[config.mk]
export PLATFORM = sky130hd
export DESIGN_NAME = demux1to4_8_pack_flat
export DESIGN_NICKNAME = d
export VERILOG_FILES = /design/src/rtl/demux1to4_8_pack_if.sv /design/src/rtl/demux1to4_8_pack.sv /design/src/flat_wrapper.sv
export SDC_FILE = /design/constraint.sdc
export NUM_CORES = 1
export LEC_CHECK = 0
export ABC_AREA = 1
export ABC_CLOCK_PERIOD_IN_PS = 1400
export CAP_MARGIN = 15
export CELL_PAD_IN_SITES_DETAIL_PLACEMENT = 0
export CELL_PAD_IN_SITES_GLOBAL_PLACEMENT = 1
export CORE_ASPECT_RATIO = 1.5
export CORE_MARGIN = 2
export CORE_UTILIZATION = 25
export CTS_CLUSTER_DIAMETER = 150
export DETAILED_ROUTE_END_ITERATION = 12
export MAX_ROUTING_LAYER = met4
export PLACE_DENSITY = 0.69
export SYNTH_ARGS = -nofsm -noshare
export SYNTH_HDL_FRONTEND = slang
export SYNTH_SLANG_ARGS = --single-unit
[constraint.sdc]
create_clock -name clk -period 1.4 [get_ports clk]
set_input_delay 0.14 -clock clk [delete_from_list [all_inputs] [get_ports clk]]
set_output_delay 0.14 -clock clk [all_outputs]
set_load 0.01 [all_outputs]
[src/rtl/demux1to4_8_pack_if.sv]
// Byte-lane stream in, packed word stream out, for the demux1to4_8_pack block.
// The slave modport is the packer's view; master is the view of whoever drives it.
interface demux1to4_8_pack_if #(parameter int W = 8);
    logic           in_valid;
    logic           in_ready;
    logic [W-1:0]   in_data;
    logic [1:0]     in_sel;
    logic           in_last;
    logic           out_valid;
    logic           out_ready;
    logic [4*W-1:0] out_word;
    logic [3:0]     out_mask;

    modport master (
        output in_valid, in_data, in_sel, in_last, out_ready,
        input  in_ready, out_valid, out_word, out_mask
    );

    modport slave (
        input  in_valid, in_data, in_sel, in_last, out_ready,
        output in_ready, out_valid, out_word, out_mask
    );
endinterface

[src/rtl/demux1to4_8_pack.sv]
// Steers tagged bytes into four lane registers and presents the packed word
// with a lane-written mask once all lanes are filled or a last byte arrives.
//
// state | meaning
// FILL  | accepting bytes into lanes, in_ready high
// HOLD  | word complete and presented, waiting for downstream drain
module demux1to4_8_pack #(
    parameter int W = 8
) (
    input  logic                clk,
    input  logic                rst,
    demux1to4_8_pack_if.slave   bus
);
    typedef enum logic {FILL = 1'b0, HOLD = 1'b1} state_t;

    state_t         state;
    logic [4*W-1:0] word;
    logic [3:0]     mask;
    logic [3:0]     sel_bit;

    assign sel_bit = 4'b0001 << bus.in_sel;

    always_ff @(posedge clk) begin
        if (rst) begin
            state <= FILL;
            word  <= '0;
            mask  <= '0;
        end else begin
            case (state)
                FILL: begin
                    if (bus.in_valid) begin
                        for (int k = 0; k < 4; k++) begin
                            if (sel_bit[k]) word[k*W +: W] <= bus.in_data;
                        end
                        mask <= mask | sel_bit;
                        // Rewriting a lane leaves the mask unchanged, so it cannot complete a word alone.
                        if (bus.in_last || ((mask | sel_bit) == 4'hF)) state <= HOLD;
                    end
                end
                HOLD: begin
                    if (bus.out_ready) begin
                        word  <= '0;
                        mask  <= '0;
                        state <= FILL;
                    end
                end
                default: state <= FILL;
            endcase
        end
    end

    assign bus.in_ready  = (state == FILL);
    assign bus.out_valid = (state == HOLD);
    assign bus.out_word  = word;
    assign bus.out_mask  = mask;
endmodule

[src/flat_wrapper.sv]
// flat-port wrapper written by rule: the top's interface ports become plain ports
module demux1to4_8_pack_flat 
#(
    parameter int W = 8
)
  (clk, rst, bus_in_valid, bus_in_data, bus_in_sel, bus_in_last, bus_out_ready, bus_in_ready, bus_out_valid, bus_out_word, bus_out_mask);
  demux1to4_8_pack_if #(.W(W)) bus_i ();
  input  logic clk;
  input  logic rst;
  input wire logic [$bits(bus_i.in_valid)-1:0] bus_in_valid;
  input wire logic [$bits(bus_i.in_data)-1:0] bus_in_data;
  input wire logic [$bits(bus_i.in_sel)-1:0] bus_in_sel;
  input wire logic [$bits(bus_i.in_last)-1:0] bus_in_last;
  input wire logic [$bits(bus_i.out_ready)-1:0] bus_out_ready;
  output wire logic [$bits(bus_i.in_ready)-1:0] bus_in_ready;
  output wire logic [$bits(bus_i.out_valid)-1:0] bus_out_valid;
  output wire logic [$bits(bus_i.out_word)-1:0] bus_out_word;
  output wire logic [$bits(bus_i.out_mask)-1:0] bus_out_mask;
  assign bus_i.in_valid = bus_in_valid;
  assign bus_i.in_data = bus_in_data;
  assign bus_i.in_sel = bus_in_sel;
  assign bus_i.in_last = bus_in_last;
  assign bus_i.out_ready = bus_out_ready;
  assign bus_in_ready = bus_i.in_ready;
  assign bus_out_valid = bus_i.out_valid;
  assign bus_out_word = bus_i.out_word;
  assign bus_out_mask = bus_i.out_mask;
  demux1to4_8_pack #(.W(W)) u_core (.clk(clk), .rst(rst), .bus(bus_i));
endmodule
# Yosys cells after proc, flatten, opt, wreduce, memory -nomap -nowiden
# Cells that the tools add are included.
dict set report totals {
  reg_bits 37
  inputBits 15
  output_inout_bits 38
  elab_cells 36
}
dict set report classes {
  n_eq_ne 7
  n_shift 1
  muxes 14
  bitwise 2
  n_reduce_logical 6
}
# operator count
set ops {}
lappend ops {{two-way mux 32 bit} 2}
lappend ops {{one-hot mux 32 bit (2 select lines)} 1}
lappend ops {{two-way mux 8 bit} 4}
lappend ops {{AND reduction 3 bit} 4}
lappend ops {{two-way mux 4 bit} 2}
lappend ops {{!= test 2 x 1 -> 1 bit, second input constant} 4}
lappend ops {{one-hot mux 4 bit (2 select lines)} 1}
lappend ops {{== test 4 bit, second input constant} 1}
lappend ops {{!= test 2 bit, second input constant} 2}
lappend ops {{OR 4 bit} 1}
lappend ops {{<< shifter 1 x 2 -> 4 bit, first input constant} 1}
lappend ops {{two-way mux 1 bit} 3}
lappend ops {{one-hot mux 1 bit (2 select lines)} 1}
lappend ops {{AND reduction 2 bit} 1}
lappend ops {{logical OR 1 bit} 1}
lappend ops {{NOT 1 bit} 1}

# Depth between registers and ports, before layout
# Gate-level depths: netlist (run 1).
dict set report logic_depth {
  depth_word 7
  depth_mapped 7
  depth_no_buf 7
}

# Worst setup path after synthesis (run 1)
# Ideal clock, no wire load.
dict set report synth_path {
  path_type {reg-to-reg}
  from {reg u_core.state (netlist: u_core.bus.out_valid)}
  to {reg u_core.word[0] (netlist: u_core.bus.out_word[0])}
  setup_ns 0.071
  arrival_time_ns 1.125
  t_required_ns 1.329
  setup_slack_ns 0.205
  stages_incl_launch_ff 6
  path_buffers 1
  synth_period_minus_slack_ns 1.195
  cell_sequence {dfxtp_1 nand2_2 buf_6 nand2_8 nand3_2 a21oi_2}
}
dict set report synth_via {
  elab_chain_cells 3
  elab_cells_between_ends 6
  cone_classes {eq/ne: 3; mux: 1; bitwise: 1; reduce/logical: 1}
}
# element line
set synth_lines {}
lappend synth_lines {{from (decl)} demux1to4_8_pack.sv:16} ;# state_t state;
lappend synth_lines {{from (signal assigned)} demux1to4_8_pack.sv:25} ;# state <= FILL;
lappend synth_lines {{from (signal assigned)} demux1to4_8_pack.sv:37} ;# if (bus.in_last || ((mask | sel_bit) == 4'hF)) state <= HOLD;
lappend synth_lines {{from (signal assigned)} demux1to4_8_pack.sv:44} ;# state <= FILL;
lappend synth_lines {{NOT 1 bit} demux1to4_8_pack.sv:29} ;# case (state)
lappend synth_lines {{!= test 2 x 1 -> 1 bit (no line) or != test 2 bit (tied branches)} --}
lappend synth_lines {{AND reduction 3 bit (no line)} --}
lappend synth_lines {{to (signal, indexed assignment)} demux1to4_8_pack.sv:33} ;# if (sel_bit[k]) word[k*W +: W] <= bus.in_data;
lappend synth_lines {{to (decl)} demux1to4_8_pack.sv:17} ;# logic [4*W-1:0] word;
# Several ways; a longest one is shown, not always the timed one.
# A chain may end at the register's enable or synchronous reset.

# Worst setup path in the final report (run 1)
dict set report layout_path {
  from {reg u_core.word[23] (netlist: u_core.bus.out_word[23])}
  to {out bus_out_word[23]}
}
# element line
set layout_lines {}
lappend layout_lines {{to (decl)} flat_wrapper.sv:17} ;# output wire logic [$bits(bus_i.out_word)-1:0] bus_out_word;
# No word-level cell between the ends.

==> results.toml, run 1 <==
[timing]
max_freq_mhz = 739
worstMarginPinSlew_ns = 0.244
final_sum_of_negative_setup_slack_ns = 0
timing.final.crit_period_ns = 1.35
timing.final.crit_share_pct = 96.6
grt_setup_unrepaired = "false"
fin_ws_ns = 0.0476
worst_clock_skew_ns = 0.00831
setup_viol_count_final = 0
finalHoldViolations = 0
slew_headroom_pct = 83.7
report.final.slew_viol_count = 0

[placement]
placed_area_sq_mm = 0.00218
hpwlAfterDp_um = 2920
gp_congestion = 0.772
buffer_ports.inserted = 52
detailedPlace.worstSlack_ns = -0.0869
number_of_cells_after_detailed_placement = 296

[power]
power.ir.vdd_worst_mv = 0.369
p_per_area_mw_per_mm2 = 1130
p_leak_uw = 0.000882
power.share.clock_pct = 36.4
intPower_uw = 1900
p_comb_share_pct = 18.5
switching_power_uw = 698
p_total_uw = 2600
power.share.sequential_pct = 45.0
switching_share_pct = 26.9

[setup_path]
timing.critical_path.required_ns = 1.26
regToRegSetupSlack_ns = 0.19
crit_family = "buffers and inverters"
crit_path_start_kind = "flip-flop"
worst_ep_arrival_time_ns = 1.21
cpPeakStageDelay_ns = 0.55
end_kind = "primary output"
worst_r2r_startpoint = "u_core.bus.out_valid"
worstSetupPathType = "reg2out"
endpoint_of_the_most_critical_register_to_register_path = "u_core.bus.out_word[15]"
critical_path_buf_inv_count = 1
worst-path-max-fanout = 2
timing.critical_path.cells = "clkdlybuf4s50_1"
r2r_cells = 5
crit_path_slowest_cell = "clkdlybuf4s50_1"
worst_setup_path_startpoint = "u_core.bus.out_word[23]"

[clock_tree]
cts.htree.levels = 2
clk_transition_reported_paths_ns = 0.08
bufs_on_longest_clock_path = 2
clock_latency_ns = 0.29
post-cts-setup-buffers = 0
cts_tree = "yes"
cts_buffers = 5
cts.sink_count = 37
cts.root.buffer_cell = "clkbuf_8"

[logic_synthesis]
post_synth_fa_ha_maj_area_fraction_pct = 0
mappedNetlistNets = 184
synthTopCellsByArea = "dfxtp_1 47%, a21oi_1 7.9%, o21ai_0 6.0%, nand3_2 5.1%, a21oi_2 4.4%"
synth_enable_flop_cells = 0
synthMuxAreaShare_pct = 0
postSynth.asyncResetShare_pct = 0
ys.flop_type = "dfxtp_1"
synth-seq-area-share_pct = 47.0
ys.warnings.count = 0
synth.avg_cell_area_sq_um = 9.32
area_fraction_in_compound_gates_after_synthesis_pct = 23.0
synth_area_leader_cell = "dfxtp_1"
synth_top_area_share_pct = 47.0
mapped_cell_area_sq_mm = 0.00158
synth-xor-area-share_pct = 0
combinational_family_with_the_most_area_after_synthesis = "compound AO/OA/AOI/OAI gates"
synth-seq-cells = 37
yosys.cell_types.count = 25
synthesized_area_fraction_occupied_by_and_or_nand_nor_cells_pct = 20.7
post_synth_inst_count = 169

[finish]
final_cells = 304
n_antenna_cell = 0
layout_common_cells = "50 x clkdlybuf4s50_1, 36 x dfxtp_1, 25 x a21oi_1, 19 x o21ai_0, 15 x nand2_1"
postLayoutCellArea_sq_mm = 0.00230
synthToLayoutAreaGrowth_pct = 46.2
layout.cells.most_common = "clkdlybuf4s50_1"
finalNetCount = 244
final_layout_size_suffix_gt1_share_pct = 24.8

[route]
vias = 1307
wire_per_inst_um = 12.9
wirelength_um = 3930
detail_route.iter0.violations = 47
drtPass1Iterations = 4
route.antenna.remaining_nets = 0
viasPerCell = 4.30
post-route-drc-count = 0

[die]
std_cell_rows = 35
chipWidth_um = 68.8
io-pin-count = 53
floorplan.die_area_sq_mm = 0.00696
core_region_area_sq_mm = 0.00613
initial_utilization_pct = 25.7
fp.dieH_um = 101

[run]
maxCapViolCount = 0

[grt]
pin_count_of_the_biggest_net_entering_global_routing = 19
globalRouteOverflowTotal = 0
number_of_antenna_violations_at_the_first_check_in_global_routing = 0
first_pass_grt_wire_length_um = 6220
grtUsageTotal_pct = 12.3
grt_pass1_vias = 1299

[worst_hold_path]
hold_start = "u_core.bus.out_mask[0]"
worst_hold_path.endpoint = "u_core.bus.out_mask[0]"
worst_hold_path.num_cells = 2
hold_path.class = "reg2reg"

[run_status]
outcome = "finished, final reports clean"
==> sequential cells by signal, summed over array words and instances, names as in the netlist <==
name                  count
u_core.bus.out_valid      1
u_core.bus.out_mask       4
u_core.bus.out_word      32
==> cell families (layout without fill, tap and decap cells) <==
kind of cell,Yosys count,in the layout
simple gates,49,49
flops,37,37
compound gates,59,59
buf+inv,24,85
==> power by group through the flow <==
stage                     sequential, uW  clock (uW)  combinational (uW)
after floorplan                     1220           0                 221
after global placement              1200           0                 484
after detailed placement            1200           0                 485
after CTS                           1170         978                 488
after global routing                1180        1000                 530
final                               1170         946                 481
==> cell usage after synthesis (2+ instances only) <==
cell type   n
buf_8       2
clkbuf_1    2
nand2_1    15
o21ai_2     2
nand3_1     8
nand2_2     4
inv_2       2
a21oi_2     8
a21oi_1    25
o21ai_0    19
a211oi_2    4
nand3_2     8
inv_1      14
nor2_1      3
buf_6       2
nor2_2      4
dfxtp_1    37
nand2_4     3
==> area by class of cell <==
type / count / area (sq um)
Fill cell: 624 / 3830
Sequential cell: 37 / 744
Multi-Input combinational cell: 108 / 689
Timing Repair Buffer: 61 / 602
Tap cell: 74 / 92.6
Clock buffer: 5 / 68.8
Inverter: 16 / 60.1
Clock inverter: 3 / 46.3
==> timing repair <==
item	in CTS	in global routing
setup endpoints to repair	2	1
gates resized for setup	3	1
hold buffers	0	0
==> per-layer routing <==
layer,part of all wire (%),vias up,wire length [um],track usage (%)
li1,-,693,-,-
met1,44,581,1720,14.8
met2,50,31,1980,19.7
met3,4.7,2,184,2.11
met4,1.2,0,49,5.43
met5,0,-,0,-
==> how the worst max path moves through the flow <==
stage                                         end  cells past startpoint  slack (ns)
final                            bus_out_word[23]                      1        0.05
after global routing             bus_out_word[14]                      1       0.004
after CTS                           bus_out_valid                      1        0.01
after detailed placement  u_core.bus.out_word[15]                      6       -0.09
after global placement    u_core.bus.out_word[10]                      7       -0.06
after floorplan            u_core.bus.out_word[0]                      5        0.20
==> per-stage QoR <==
step           utilization [%]  hold WS (ns)
5_1_grt                   37.6         0.481
4_1_cts                   37.5         0.465
6_report                  37.6         0.475
3_5_place_dp              35.6         0.468
3_3_place_gp              35.6         0.467
2_1_floorplan                -         0.213
Note: power is estimated with default switching activity, not from simulation.
==> inputs of run 2 (changes only) <==
--- a/config.mk
+++ b/config.mk
@@ -16,7 +16,7 @@
 export CTS_CLUSTER_DIAMETER = 150
 export DETAILED_ROUTE_END_ITERATION = 12
 export MAX_ROUTING_LAYER = met4
-export PLACE_DENSITY = 0.69
+export PLACE_DENSITY_LB_ADDON = 0.1
 export SYNTH_ARGS = -nofsm -noshare
 export SYNTH_HDL_FRONTEND = slang
 export SYNTH_SLANG_ARGS = --single-unit
==> results.toml, run 2 (synthesis gave the netlist of run 1 again) <==
[setup_path]
worst_setup_path_startpoint = "u_core.bus.out_word[23]"
crit_path_slowest_cell = "clkdlybuf4s50_1"
cpPeakStageDelay_ns = 0.56
crit_family = "buffers and inverters"
worst_ep_arrival_time_ns = 1.20
worstSetupPathType = "reg2out"
timing.critical_path.required_ns = 1.26
critical_path_buf_inv_count = 1
worst_r2r_startpoint = "u_core.bus.out_valid"
worst-path-max-fanout = 2
end_kind = "primary output"
crit_path_start_kind = "flip-flop"
timing.critical_path.cells = "clkdlybuf4s50_1"

[die]
fp.dieH_um = 101
chipWidth_um = 68.8
floorplan.die_area_sq_mm = 0.00696
core_region_area_sq_mm = 0.00613
initial_utilization_pct = 25.7
io-pin-count = 53
std_cell_rows = 35

[run]
maxCapViolCount = 0

[finish]
layout_common_cells = "49 x clkdlybuf4s50_1, 36 x dfxtp_1, 25 x a21oi_1, 19 x o21ai_0, 15 x nand2_1"
finalNetCount = 241
seqCellArea_sq_um = 744
synthToLayoutAreaGrowth_pct = 42.9
final_cells = 300
multi_input_comb_area_sq_um = 689
layout.filler_cells = 660
n_antenna_cell = 0
final_util_pct = 36.7
largest_register_ffs = 32
layout.cells.most_common = "clkdlybuf4s50_1"
final_layout_size_suffix_gt1_share_pct = 23.0

[grt]
globalRouteOverflowTotal = 0
grtUsageTotal_pct = 13.3
number_of_antenna_violations_at_the_first_check_in_global_routing = 0
first_pass_grt_wire_length_um = 6620
grt_pass1_vias = 1337
pin_count_of_the_biggest_net_entering_global_routing = 22
grt_use_met1_pct = 15.8
globalRouteMet2Util_pct = 21.2
grtUsageMet3_pct = 3.78
gr-max-usage-layer = "met2"

[timing]
worst_clock_skew_ns = 0.00644
slew_headroom_pct = 83.8
grt_setup_unrepaired = "false"
timing.final.crit_share_pct = 95.5
report.final.slew_viol_count = 0
max_freq_mhz = 748
timing.final.crit_period_ns = 1.34
finalHoldViolations = 0
setup_viol_count_final = 0
worstMarginPinSlew_ns = 0.242
fin_ws_ns = 0.0632

[route]
viasPerCell = 4.44
detail_route.iter0.violations = 83
drtPass1Iterations = 4
wirelength_um = 4190
route.antenna.remaining_nets = 0
post-route-drc-count = 0
vias = 1331
wire_per_inst_um = 14.0

[power]
switching_power_uw = 637
p_leak_uw = 0.000861
p_total_uw = 2390
power.ir.vdd_worst_mv = 0.497
switching_share_pct = 26.6
p_per_area_mw_per_mm2 = 1060
p_comb_share_pct = 20.0
intPower_uw = 1750
power.share.sequential_pct = 49.0
power.share.clock_pct = 31.0

[placement]
gp_congestion = 0.781
number_of_cells_after_detailed_placement = 293
hpwlAfterDp_um = 3180
detailedPlace.worstSlack_ns = -0.104
buffer_ports.inserted = 52

[clock_tree]
clk_transition_reported_paths_ns = 0.07
cts_tree = "yes"
clock_latency_ns = 0.28
bufs_on_longest_clock_path = 2
cts.htree.levels = 2
cts_buffers = 5
cts.sink_count = 37
cts.root.buffer_cell = "clkbuf_8"
post-cts-setup-buffers = 0

[worst_hold_path]
hold_start = "u_core.bus.out_mask[0]"
hold_path.class = "reg2reg"

[run_status]
outcome = "finished, final reports clean"
## run 2: worst paths after layout
path | end | slack, ns | cells after the start
max | bus_out_word[23] | 0.06 | 1
min | u_core.bus.out_mask[0] | 0.48 | 2
max reg2reg | u_core.bus.out_word[11] | 0.18 | 5
min reg2reg | u_core.bus.out_mask[0] | 0.48 | 2
## run 2: final cells by class
type,count,area share [%]
Inverter,16,2.67
Multi-Input combinational cell,108,30.6
Tap cell,74,4.11
Timing Repair Buffer,58,25.7
Sequential cell,37,33.1
Clock buffer,7,3.84
## run 2: what timing repair did
action | in CTS | in global routing
resized for setup | 4 | 1
hold buffers | 0 | 0
setup endpoints to repair | 2 | 1
## run 2: power groups by stage
stage / Combinational (uW) / Clock [uW] / Sequential, uW
6_report: 479 / 741 / 1170
5_1_grt: 523 / 831 / 1180
4_1_cts: 490 / 788 / 1170
3_5_place_dp: 489 / 0 / 1190
3_3_place_gp: 486 / 0 / 1190
2_1_floorplan: 221 / 0 / 1220
## run 2: through the flow
step	area [sq um]	setup TNS [ns]	hold slack (ns)
finish	2250	0	0.477
global route	2250	0	0.473
CTS	2250	0	0.471
detailed placement	2160	-1.53	0.476
global placement	2160	-0.898	0.471
floorplan	1580	0	0.213
## run 2: metal layers
metal  part of all wire, %  up-vias
met2                    49       37
li1                      -      680
met4                   1.3        0
met1                    44      610
met5                     0        -
met3                   5.7        4
==> inputs of run 3 (changes only) <==
--- a/config.mk
+++ b/config.mk
@@ -7,7 +7,7 @@
 export LEC_CHECK = 0
 export ABC_AREA = 1
 export ABC_CLOCK_PERIOD_IN_PS = 1400
-export CAP_MARGIN = 15
+export CAP_MARGIN = 20
 export CELL_PAD_IN_SITES_DETAIL_PLACEMENT = 0
 export CELL_PAD_IN_SITES_GLOBAL_PLACEMENT = 1
 export CORE_ASPECT_RATIO = 1.5
@@ -16,7 +16,7 @@
 export CTS_CLUSTER_DIAMETER = 150
 export DETAILED_ROUTE_END_ITERATION = 12
 export MAX_ROUTING_LAYER = met4
-export PLACE_DENSITY_LB_ADDON = 0.1
+export PLACE_DENSITY = 0.68
 export SYNTH_ARGS = -nofsm -noshare
 export SYNTH_HDL_FRONTEND = slang
 export SYNTH_SLANG_ARGS = --single-unit
==> results.toml, run 3 (synthesis gave the netlist of run 1 again) <==
[timing]
timing.final.crit_period_ns = 1.33
grt_setup_unrepaired = "false"
timing.final.crit_share_pct = 95.3
max_freq_mhz = 750
finalHoldViolations = 0
setup_viol_count_final = 0
slew_headroom_pct = 81.2
worst_clock_skew_ns = 0.00636
report.final.slew_viol_count = 0
fin_worst_hold_slack_ns = 0.462
worstMarginPinSlew_ns = 0.280
fin_ws_ns = 0.0663

[grt]
grtUsageTotal_pct = 12.4
globalRouteOverflowTotal = 0
number_of_antenna_violations_at_the_first_check_in_global_routing = 0
grt_pass1_vias = 1326
pin_count_of_the_biggest_net_entering_global_routing = 22
first_pass_grt_wire_length_um = 6280

[power]
p_per_area_mw_per_mm2 = 1180
p_leak_uw = 0.000892
power.ir.vdd_worst_mv = 0.622

[finish]
synthToLayoutAreaGrowth_pct = 47.3
layout_common_cells = "50 x clkdlybuf4s50_1, 36 x dfxtp_1, 25 x a21oi_1, 19 x o21ai_0, 15 x nand2_1"
layout.filler_cells = 650
final_layout_size_suffix_gt1_share_pct = 24.1
final_util_pct = 37.8
largest_register_ffs = 32
finalNetCount = 242
n_antenna_cell = 0
layout.cells.most_common = "clkdlybuf4s50_1"

[die]
chipWidth_um = 68.8
initial_utilization_pct = 25.7
std_cell_rows = 35
floorplan.die_area_sq_mm = 0.00696
core_region_area_sq_mm = 0.00613
fp.dieH_um = 101
io-pin-count = 53

[route]
vias = 1324
drtPass1Iterations = 4
detail_route.iter0.violations = 40
post-route-drc-count = 0
route.antenna.remaining_nets = 0
wirelength_um = 3890
viasPerCell = 4.38
wire_per_inst_um = 12.9

[setup_path]
cpPeakStageDelay_ns = 0.54
timing.critical_path.required_ns = 1.26
worstSetupPathType = "reg2out"
worst_r2r_startpoint = "u_core.bus.out_valid"
end_kind = "primary output"
endpoint_of_the_most_critical_register_to_register_path = "u_core.bus.out_word[11]"
crit_path_start_kind = "flip-flop"
critical_path_buf_inv_count = 1
crit_family = "buffers and inverters"
r2r_cells = 5
timing.critical_path.cells = "clkdlybuf4s50_1"
worst-path-max-fanout = 2
crit_path_slowest_cell = "clkdlybuf4s50_1"
regToRegSetupSlack_ns = 0.19
worst_ep_arrival_time_ns = 1.19

[clock_tree]
cts_buffers = 5
clock_latency_ns = 0.29
bufs_on_longest_clock_path = 2
cts.sink_count = 37
cts.htree.levels = 2
clk_transition_reported_paths_ns = 0.08
hold_buffers = 0
cts.root.buffer_cell = "clkbuf_8"
cts_tree = "yes"

[worst_hold_path]
hold_start = "bus_in_data[4]"
worst_hold_path.endpoint = "u_core.bus.out_word[4]"
hold_path.class = "in2reg"
worst_hold_path.num_cells = 3

[run]
maxCapViolCount = 0

[placement]
buffer_ports.inserted = 52
hpwlAfterDp_um = 2920
gp_congestion = 0.808
detailedPlace.worstSlack_ns = -0.101

[run_status]
outcome = "finished, final reports clean"
## run 3: area by class of cell
class | instances | area, sq um | area share, %
multi-input cells | 108 | 689 | 29.7
inverters | 16 | 60.1 | 2.59
clock buffers | 5 | 68.8 | 2.97
repair buffers | 59 | 599 | 25.8
well taps | 74 | 92.6 | 3.99
flip-flops and latches | 37 | 744 | 32.1
clock inverters | 3 | 65.1 | 2.80
## run 3: stage by stage
step	std cells	area, sq um	TNS (ns)	power [uW]
after CTS	302	2320	0	2800
after global placement	294	2180	-1.01	1680
after global routing	302	2320	0	2880
after detailed placement	294	2180	-1.43	1680
after floorplan	169	1580	0	1440
final	302	2320	0	2750
## run 3: report_power, final
group / total (uW) / internal, uW / switching [uW]
Clock: 1100 / 708 / 391
Combinational: 480 / 242 / 238
Sequential: 1170 / 1120 / 44.3
## run 3: routing by layer
metal	wire length (um)	part of all wire (%)	vias up	global-route usage, %
li1	-	-	689	-
met1	1670	43	599	14.7
met2	1980	51	31	19.8
met3	162	4.2	5	2.44
met4	70	1.8	0	5.88
met5	0	0	-	-
## run 3: worst register-to-register path: stages, from the launching register on
cell     delay, ns
dfxtp_4       0.38
nor2_4        0.21
nand3_2       0.13
nand2_4       0.19
o21ai_0       0.12
a21oi_1       0.12
## run 3: worst max path at each step
stage,startpoint,end,slack (ns),cells after the start
CTS,u_core.bus.out_valid,bus_out_valid,0.01,1
global placement,bus_in_sel[1],u_core.bus.out_word[12],-0.08,6
detailed placement,bus_in_sel[1],u_core.bus.out_word[11],-0.10,6
floorplan,u_core.bus.out_valid,u_core.bus.out_word[0],0.20,5
global route,u_core.bus.out_word[28],bus_out_word[28],0.01,1
finish,u_core.bus.out_word[24],bus_out_word[24],0.07,1
## run 3: timing repair
action | in CTS | in global routing
buffers inserted | 0 | 0
setup endpoints to repair | 2 | 1
gates resized for setup | 3 | 1
cloned | 0 | 0
